--- src/rtl/mux4_rr_arbiter.sv ---
// Four-way round-robin arbiter feeding a shared 4:1 data mux.
// A grant can be held for up to LOCK_MAX transferred beats while the winner keeps lock asserted.
module mux4_rr_arbiter #(
  parameter int WIDTH    = 8,
  parameter int LOCK_MAX = 4
) (
  input  logic                 clk,
  input  logic                 reset,
  input  logic [3:0]           req,
  input  logic [3:0]           lock,
  input  logic [4*WIDTH-1:0]   data,
  input  logic                 out_ready,
  output logic [1:0]           sel,
  output logic [3:0]           gnt,
  output logic                 out_valid,
  output logic [WIDTH-1:0]     out_data,
  output logic [3:0]           in_ready,
  output logic                 busy
);

  localparam logic [0:0] IDLE  = 1'b0;
  localparam logic [0:0] GRANT = 1'b1;
  localparam logic [3:0] LOCK_MAX_C = 4'(LOCK_MAX);

  logic [0:0] state_q, state_d;
  logic [1:0] sel_q, sel_d;
  logic [1:0] last_q, last_d;
  logic [3:0] gnt_q, gnt_d;
  logic [3:0] bcnt_q, bcnt_d;

  logic [1:0] winner;
  logic [1:0] cand;
  logic       beatXfer;
  logic       grantRelease;

  // Scan from last+4 down to last+1 so the closest requester after last is written last and wins.
  always_comb begin
    winner = last_q;
    cand   = last_q;
    for (int k = 4; k >= 1; k--) begin
      cand = last_q + k[1:0];
      if (req[cand]) begin
        winner = cand;
      end
    end
  end

  assign busy      = (state_q == GRANT);
  assign out_valid = busy & req[sel_q];
  assign out_data  = busy ? data[sel_q*WIDTH +: WIDTH] : '0;
  assign in_ready  = gnt_q & {4{out_ready}};
  assign sel       = sel_q;
  assign gnt       = gnt_q;

  assign beatXfer     = out_valid & out_ready;
  assign grantRelease = busy & ((beatXfer & (~lock[sel_q] | ((bcnt_q + 4'd1) == LOCK_MAX_C)))
                                | ~req[sel_q]);

  // last always equals sel while granted, so re-arbitration on release starts just past the current owner.
  always_comb begin
    state_d = state_q;
    sel_d   = sel_q;
    last_d  = last_q;
    gnt_d   = gnt_q;
    bcnt_d  = bcnt_q;
    if ((state_q == IDLE) || grantRelease) begin
      if (|req) begin
        state_d = GRANT;
        sel_d   = winner;
        last_d  = winner;
        gnt_d   = 4'b0001 << winner;
        bcnt_d  = 4'd0;
      end else begin
        state_d = IDLE;
        gnt_d   = 4'b0000;
        bcnt_d  = 4'd0;
      end
    end else if (beatXfer) begin
      bcnt_d = bcnt_q + 4'd1;
    end
  end

  always_ff @(posedge clk) begin
    if (reset) begin
      state_q <= IDLE;
      sel_q   <= 2'b00;
      last_q  <= 2'b11;
      gnt_q   <= 4'b0000;
      bcnt_q  <= 4'd0;
    end else begin
      state_q <= state_d;
      sel_q   <= sel_d;
      last_q  <= last_d;
      gnt_q   <= gnt_d;
      bcnt_q  <= bcnt_d;
    end
  end

endmodule

--- config.mk ---
export PLATFORM = sky130hd
export DESIGN_NAME = mux4_rr_arbiter
export DESIGN_NICKNAME = d
export VERILOG_FILES = /design/src/rtl/mux4_rr_arbiter.sv
export SDC_FILE = /design/constraint.sdc
export NUM_CORES = 1
export LEC_CHECK = 0
export CAP_MARGIN = 20
export CORE_MARGIN = 2
export CORE_UTILIZATION = 34
export DETAILED_ROUTE_END_ITERATION = 10
export PLACE_DENSITY = 0.74
export SLEW_MARGIN = 15
export SYNTH_ARGS = -nofsm -noshare
export SYNTH_HDL_FRONTEND = slang
export SYNTH_SLANG_ARGS = --single-unit
--- constraint.sdc ---
create_clock -name clk -period 2.2 [get_ports clk]
set_input_delay 0.22 -clock clk [delete_from_list [all_inputs] [get_ports clk]]
set_output_delay 0.22 -clock clk [all_outputs]
set_load 0.05 [all_outputs]
* After elaboration in Yosys (flattened, before gate mapping)
Cells that the tools add are included.
** Word-level totals
- Input port bits :: 43
- Output and inout port bits :: 20
- Bits in registers :: 13
- Logic and storage cells :: 46
** Cells by class
- Eq/ne operators :: 1
- Mux-type cells :: 16
- Shift-type cells :: 2
- $lt $le $gt $ge :: 4
- Bitwise operators :: 10
- Add/subtract/negate cells :: 4
- Reduce and logical (&&, ||, !) cells :: 4
** Operators with widths (number)
- 32-bit by 6-bit variable part select with 8-bit output :: 1
- 2-bit by 3-bit less-than comparator with 1-bit output (second input constant) :: 4
- 1-bit binary-select mux with 2-bit select :: 5
- 8-bit 2-to-1 mux :: 1
- 1-bit 2-to-1 mux :: 6
- 2-bit 2-to-1 mux :: 3
- 2-bit adder (second input constant) :: 2
- 4-bit by 1-bit adder with 4-bit output (second input constant) :: 1
- 1-bit AND :: 4
- 4-bit AND :: 1
- 4-bit by 3-bit == test with 1-bit output (second input constant) :: 1
- 4-bit 2-to-1 mux :: 1
- 4-bit OR reduction :: 1
- 1-bit by 2-bit left shift with 4-bit output (first input constant) :: 1
- 1-bit NOT :: 3
- 2-bit by 1-bit adder with 2-bit output (second input constant) :: 1
- 1-bit OR :: 2
- 2-bit AND reduction :: 1
- 2-bit OR reduction :: 1
- 1-bit logical OR :: 1

* Logic depth before layout (Yosys ltp)
Gate-level depths: netlist of the first run.
- Depth after elaboration :: 9
- Gate-level depth with buffers :: 7
- Depth with buffers taken out :: 5

* Least setup slack after synthesis of the first run
Ideal clock, no wire load.
- Path type :: register -> register
- Start :: reg sel_q[0] (netlist: sel[0])
- End :: reg gnt_q[0] (netlist: gnt[0])
- Arrival :: 1921 ps
- Path slack :: 186 ps
- Clock period less this slack :: 2014 ps
- Cell stages (with the launch flop) :: 7
- Buffers on the path :: 2
- Setup time :: 92 ps
- Required time :: 2108 ps
- Path through :: dfxtp_1 -> buf_6 -> nand2_1 -> o22a_1 -> or4_4 -> buf_6 -> o32ai_1
** Between the ends
- Cells in the longest elaborated chain, start to end :: 8
- Elaborated cells between the ends (all ways) :: 13
- Classes of those cells :: mux: 4; bitwise: 8; reduce/logical: 1
** Ends and longest elaborated chain
- start, declared :: RTL line 26 : logic [1:0] sel_q, sel_d;
- start signal, assigned :: RTL line 92 : sel_q <= sel_d;
- 1-bit binary-select mux with 2-bit select, on equally long branches :: RTL line 49, 57, 56
- 1-bit 2-to-1 mux, on equally long branches :: RTL line 49, 57, 56
- 1-bit AND or 1-bit NOT (tied branches) :: RTL line 49, 56
- 1-bit AND or 1-bit OR (tied branches) :: RTL line 55, 56
- 1-bit AND :: RTL line 56 : assign grantRelease = busy & ((beatXfer & (~lock[sel_q] | ((bcnt_q + 4'd1) == LOCK_MAX_C)))
- 1-bit OR (*) :: RTL line 57 : | ~req[sel_q]);
- 1-bit AND (*) :: RTL line 56
- 1-bit logical OR (*) :: RTL line 66 : if ((state_q == IDLE) || grantRelease) begin
- end signal, assigned :: RTL line 94 : gnt_q <= gnt_d;
- end, declared :: RTL line 28 : logic [3:0] gnt_q, gnt_d;
Every way passes the cells marked *; elsewhere a longest branch is shown, timed or not. The select of a mux whose other input is x is not followed.
A chain may end at the register's enable or synchronous reset.

* Final worst setup path of the first run
- Start :: reg sel_q[0] (netlist: sel[0])
- End :: out out_data[5]
** Between the ends
- Cells in the longest elaborated chain, start to end :: 2
** Ends and longest elaborated chain
- 32-bit by 6-bit variable part select with 8-bit output :: RTL line 50 : assign out_data = busy ? data[sel_q*WIDTH +: WIDTH] : '0;
- 8-bit 2-to-1 mux :: RTL line 50
- end, declared :: RTL line 16 : output logic [WIDTH-1:0] out_data,
Every way passes these cells.

==> flow_summary.toml, run 1 <==
[status]
outcome = "finished, final reports clean"

[yosys]
synth_common_cells = "13 x dfxtp_1, 10 x and2_1, 8 x inv_1, 8 x mux4_1, 7 x nor2_1"
yosysTopAreaCellShare_pct = 24.4
yosys_warnings = 0
synth_area_leaders = "dfxtp_1 24%, mux4_1 20%, and2_1 5.9%"
post_synth.cell_area_avg_um2 = 10.4
synthCells = 102
async_flop_share_pct = 0
synth_ff_type = "dfxtp_1"
syn_nets = 146
ys_ff_latch = 13
synth_edf_count = 0
synth.most_common_cell = "dfxtp_1"
ys_seq_area_share_pct = 24.4
synth_top_area_cell = "dfxtp_1"
synth.distinct_cells = 35
synth_area_um2 = 1060

[detailed_routing]
vias = 1075
drcViolationCount = 0
first_pass_iters = 4
vias_per_cell = 5.09
wl_um = 2900
antenna_left = 0
drt_iter0_drc = 26
wl_per_cell_um = 13.7

[sta]
finalSetupViolations = 0
period_needed_ps = 2040
drv_slew = 0
hold_viol_final = 0
hold_slack_ps = 489
tns_ps = 0
worst_pin_slew_ps = 508
rsz0062_at_grt = "no"
max_freq_ghz = 0.490
slew_headroom_pct = 66.1
clock_skew_ps = 4.14
fin_crit_sh_pct = 92.8

[critical_path]
cp-end-kind = "output port"
start_kind = "flip-flop"
setup.worst_path.class = "flip-flop to output port"
crit_fanout = 11
crit_arrival_ps = 1820
worst_ep_required_time_ps = 1980

[clock_tree]
htreeDepth = 1
clock_tree.root_cell = "clkbuf_4"
cts.clk_slew.worst_paths_ps = 80
numCtsBuffers = 3
clock_sinks = 13
cts_tree = "built"
worstSkewPairLatency_ps = 280
clk_path_buf_depth = 2

[job]
cap_violations = 0

[power_and_ir_drop]
p_clk_share_pct = 14.3
leakage_nw = 0.663
power_switching_mw = 0.438
power_frac_seq_pct = 29.0
max-vdd-ir-drop_mv = 0.407
powerDensity_nw_per_um2 = 605
swShare_pct = 41.8
combPwrFrac_pct = 56.7
intPower_mw = 0.611

[grt]
grt_max_degree = 14
antenna_found_initial = 0
grt_pass1_wl_um = 4700
grt_pass1_vias = 1056
grt_usage_pct = 17.2
grt-ovfl-total = 0

[finish]
antennaDiodeCount = 0
fin_nets = 212
synthToLayoutAreaGrowth_pct = 62.9
layout-drive-gt1-share_pct = 20.4

[floorplanning]
boundaryPins = 63
core_um2 = 3030
die_x_um = 60.0
fp.dieH_um = 60.0
rows = 20
die_area_um2 = 3600
initial_core_util_pct = 35.2

[place]
io_buffer_count = 62
place_hpwl_um = 2330
gp_congestion = 0.746

[hold_path]
hold_path.class = "flip-flop to flip-flop"
[state kept, by name, indices dropped and copies added (netlist names)]
signal	cells
bcnt_q	4
busy	1
gnt	4
last_q	2
sel	2
[power groups by stage]
stage                     logic, mW  registers [mW]  clock network (mW)
after detailed placement      0.597           0.309                   0
after global placement        0.591           0.308                   0
after global routing          0.635           0.311               0.172
after CTS                     0.600           0.305               0.157
final                         0.595           0.304               0.150
after floorplan               0.346           0.359                   0
[final timing paths]
path,startpoint,to,slack (ps),cells past startpoint
worst max register to register,sel[0]$_SDFFE_PP0P_,gnt[0]$_SDFFE_PP0P_,380,4
worst min-delay path,gnt[1]$_SDFFE_PP0P_,gnt[1]$_SDFFE_PP0P_,490,2
worst max-delay path,sel[0]$_SDFFE_PP0P_,out_data[5],160,4
worst min register to register,gnt[1]$_SDFFE_PP0P_,gnt[1]$_SDFFE_PP0P_,490,2
[per-stage QoR]
stage	power, mW	instances	util, %	instance area [um^2]	worst slack [ps]
after CTS	1.06	211	57.3	1730	138
after global placement	0.899	207	56.3	1710	218
after detailed placement	0.907	207	56.3	1710	207
after floorplan	0.704	102	-	1060	186
final	1.05	211	57.3	1730	158
after global routing	1.12	211	57.3	1730	78.4
[area by class of cell]
| type | count | area [um^2] |
|---|---|---|
| well taps | 44 | 55.1 |
| repair buffers | 66 | 631 |
| inverters | 9 | 35.0 |
| clock buffers | 3 | 22.5 |
| flip-flops and latches | 13 | 262 |
| multi-input cells | 75 | 724 |
| clock inverters | 1 | 5.00 |
| fillers | 277 | 1290 |
[kinds of logic after synthesis]
logic type / Yosys count / synth area share [%]
muxes: 14 / 26.6
and+or+nand+nor: 39 / 22.2
AOI/OAI and AO/OA: 21 / 18.1
adders and majority gates: 1 / 1.17
DFF: 13 / 24.4
buffers and inverters: 14 / 7.52
[repair_timing]
| item | in CTS | in global routing |
|---|---|---|
| hold buffers | 0 | 0 |
| buffers inserted | 0 | 0 |
| setup endpoints to repair | 1 | 0 |
| resized for setup | 1 | 0 |
[worst max-delay path, stage by stage (launching register included)]
cell     delay (ps)
dfxtp_2         500
buf_4           180
mux4_1          520
and2_1          160
buf_4           180
[routing by layer]
metal | wire length (um) | up-vias | GRT usage (%)
li1 | - | 526 | -
met1 | 1200 | 491 | 19.2
met2 | 1330 | 55 | 31.1
met3 | 333 | 3 | 4.76
met4 | 34 | 0 | 6.03
met5 | 0 | - | 0
[placed cells by master (no fill, tap or decap), types with 2 or more instances in the layout]
master / n
clkdlybuf4s50_1: 49
o32ai_1: 4
mux4_1: 8
mux2i_1: 5
clkinv_2: 2
nand3_1: 3
clkbuf_4: 3
inv_1: 8
o31ai_1: 2
or3_1: 3
buf_4: 16
nand2b_1: 3
or4_1: 2
and2_1: 10
dfxtp_1: 12
nor2_1: 7
or4_4: 2
o21ai_0: 2
a21oi_2: 4
nand2_1: 3
a21oi_1: 3
(Power assumes the default switching activity.)
==> inputs of run 2 (changes only) <==
CORE_UTILIZATION = 37   (was 34)
MAX_ROUTING_LAYER = met4   (was unset)
PLACE_DENSITY = 0.79   (was 0.74)
==> flow_summary.toml, run 2 (same netlist as run 1, synthesis figures left out) <==
[job]
cap_violations = 0

[floorplanning]
core_um2 = 2730
boundaryPins = 63
die_x_um = 57.6
fp.dieH_um = 57.6
die_area_um2 = 3320
initial_core_util_pct = 38.9
rows = 19

[grt]
grt_usage_pct = 17.7
antenna_found_initial = 0
grt_max_degree = 14
grt_pass1_wl_um = 4550
grt-ovfl-total = 0
grt_pass1_vias = 1012

[detailed_routing]
wl_um = 2810
first_pass_iters = 4
drcViolationCount = 0
vias = 1051
vias_per_cell = 5.31
wl_per_cell_um = 14.2
antenna_left = 0
drt_iter0_drc = 28

[finish]
mostFrequentLayoutCells = "49 x clkdlybuf4s50_1, 16 x buf_4, 12 x dfxtp_1, 10 x and2_1"
layout-drive-gt1-share_pct = 19.8
final_common_cell = "clkdlybuf4s50_1"
fillerInstances = 224
antennaDiodeCount = 0
synthToLayoutAreaGrowth_pct = 61.2
fin_nets = 212

[clock_tree]
htreeDepth = 1
clock_tree.root_cell = "clkbuf_4"
numCtsBuffers = 3
cts_setup_buffers = 0
worstSkewPairLatency_ps = 280
clk_path_buf_depth = 2
clock_sinks = 13
cts.clk_slew.worst_paths_ps = 80
cts_hold_buf = 0
cts_tree = "built"

[sta]
worst_pin_slew_ps = 510
slew_headroom_pct = 65.9
fin_crit_sh_pct = 93.4
finalSetupViolations = 0
tns_ps = 0
hold_viol_final = 0
period_needed_ps = 2050
max_freq_ghz = 0.487
finalWorstSetupSlack_ps = 145
clock_skew_ps = 1.35
rsz0062_at_grt = "no"
drv_slew = 0

[power_and_ir_drop]
intPower_mw = 0.614
power_switching_mw = 0.434
p_clk_share_pct = 14.1
swShare_pct = 41.4
powerDensity_nw_per_um2 = 610
combPwrFrac_pct = 56.9
power_frac_seq_pct = 29.0
leakage_nw = 0.660
max-vdd-ir-drop_mv = 0.481

[critical_path]
cpMostUsedCell = "buf_4"
start_kind = "flip-flop"
crit_fanout = 10
slowest_delay_ps = 540
cp-end-kind = "output port"
crit_arrival_ps = 1830
crit_path_cell_trace = "buf_4, mux4_1, and2_1, buf_4"
cp_slowest_cell = "mux4_1"
setup.worst_path.class = "flip-flop to output port"
worst_ep_required_time_ps = 1980

[hold_path]
hold_path.class = "flip-flop to flip-flop"

[place]
dp_slack_ps = 104
place_hpwl_um = 2320
gp_congestion = 0.753
io_buffer_count = 62

[status]
outcome = "finished, final reports clean"
## run 2: cell count changes in the layout (fill, tap and decap cells not counted), sizes merged
cell and delta:
clkinv -1, clkbuf +1
## run 2: critical path: cells and delay by family, from the launching register on
family / cells / cell delay, ps
multiplexers: 1 / 540
buffers and inverters: 2 / 370
AND/OR/NAND/NOR: 1 / 170
flip-flops: 1 / 470
## run 2: repair_timing
action / CTS / global route
hold endpoints to repair: 0 / 0
gates resized for setup: 1 / 0
setup endpoints to repair: 2 / 0
## run 2: cell type report
| cell class | instances | area (um^2) | area share [%] |
|---|---|---|---|
| Multi-Input combinational cell | 75 | 724 | 42.2 |
| Clock buffer | 4 | 26.3 | 1.53 |
| Sequential cell | 13 | 262 | 15.2 |
| Tap cell | 31 | 38.8 | 2.26 |
| Timing Repair Buffer | 66 | 631 | 36.7 |
| Inverter | 9 | 35.0 | 2.04 |
## run 2: metrics by stage
step	hold slack [ps]	utilization, %	std cells	total power [mW]	instance area [um^2]
floorplan	378	-	102	0.704	1060
detailed placement	487	61.8	194	0.908	1690
finish	498	62.8	198	1.05	1720
global route	532	62.8	198	1.10	1720
global placement	471	61.8	194	0.898	1690
CTS	500	62.8	198	1.06	1720
## run 2: per-layer routing
layer	share of wire, %	track usage, %	vias to the layer above
met2	49	31.7	53
li1	-	-	522
met1	40	20.2	471
met5	0	-	-
met3	10	3.35	5
met4	1.2	4.65	0
## run 2: power by group through the flow
stage,Clock (mW),Combinational [mW],Sequential [mW]
finish,0.147,0.596,0.304
global route,0.157,0.629,0.312
floorplan,0,0.346,0.359
CTS,0.149,0.601,0.305
detailed placement,0,0.600,0.309
global placement,0,0.591,0.307
## run 2: final timing paths
| path | from | to | slack [ps] | cells after the start |
|---|---|---|---|---|
| worst min register to register | gnt[2]$_SDFFE_PP0P_ | gnt[2]$_SDFFE_PP0P_ | 500 | 2 |
| worst min-delay path | gnt[2]$_SDFFE_PP0P_ | gnt[2]$_SDFFE_PP0P_ | 500 | 2 |
| worst max register to register | sel[1]$_SDFFE_PP0P_ | gnt[1]$_SDFFE_PP0P_ | 390 | 4 |
| worst max-delay path | sel[0]$_SDFFE_PP0P_ | out_data[0] | 150 | 4 |
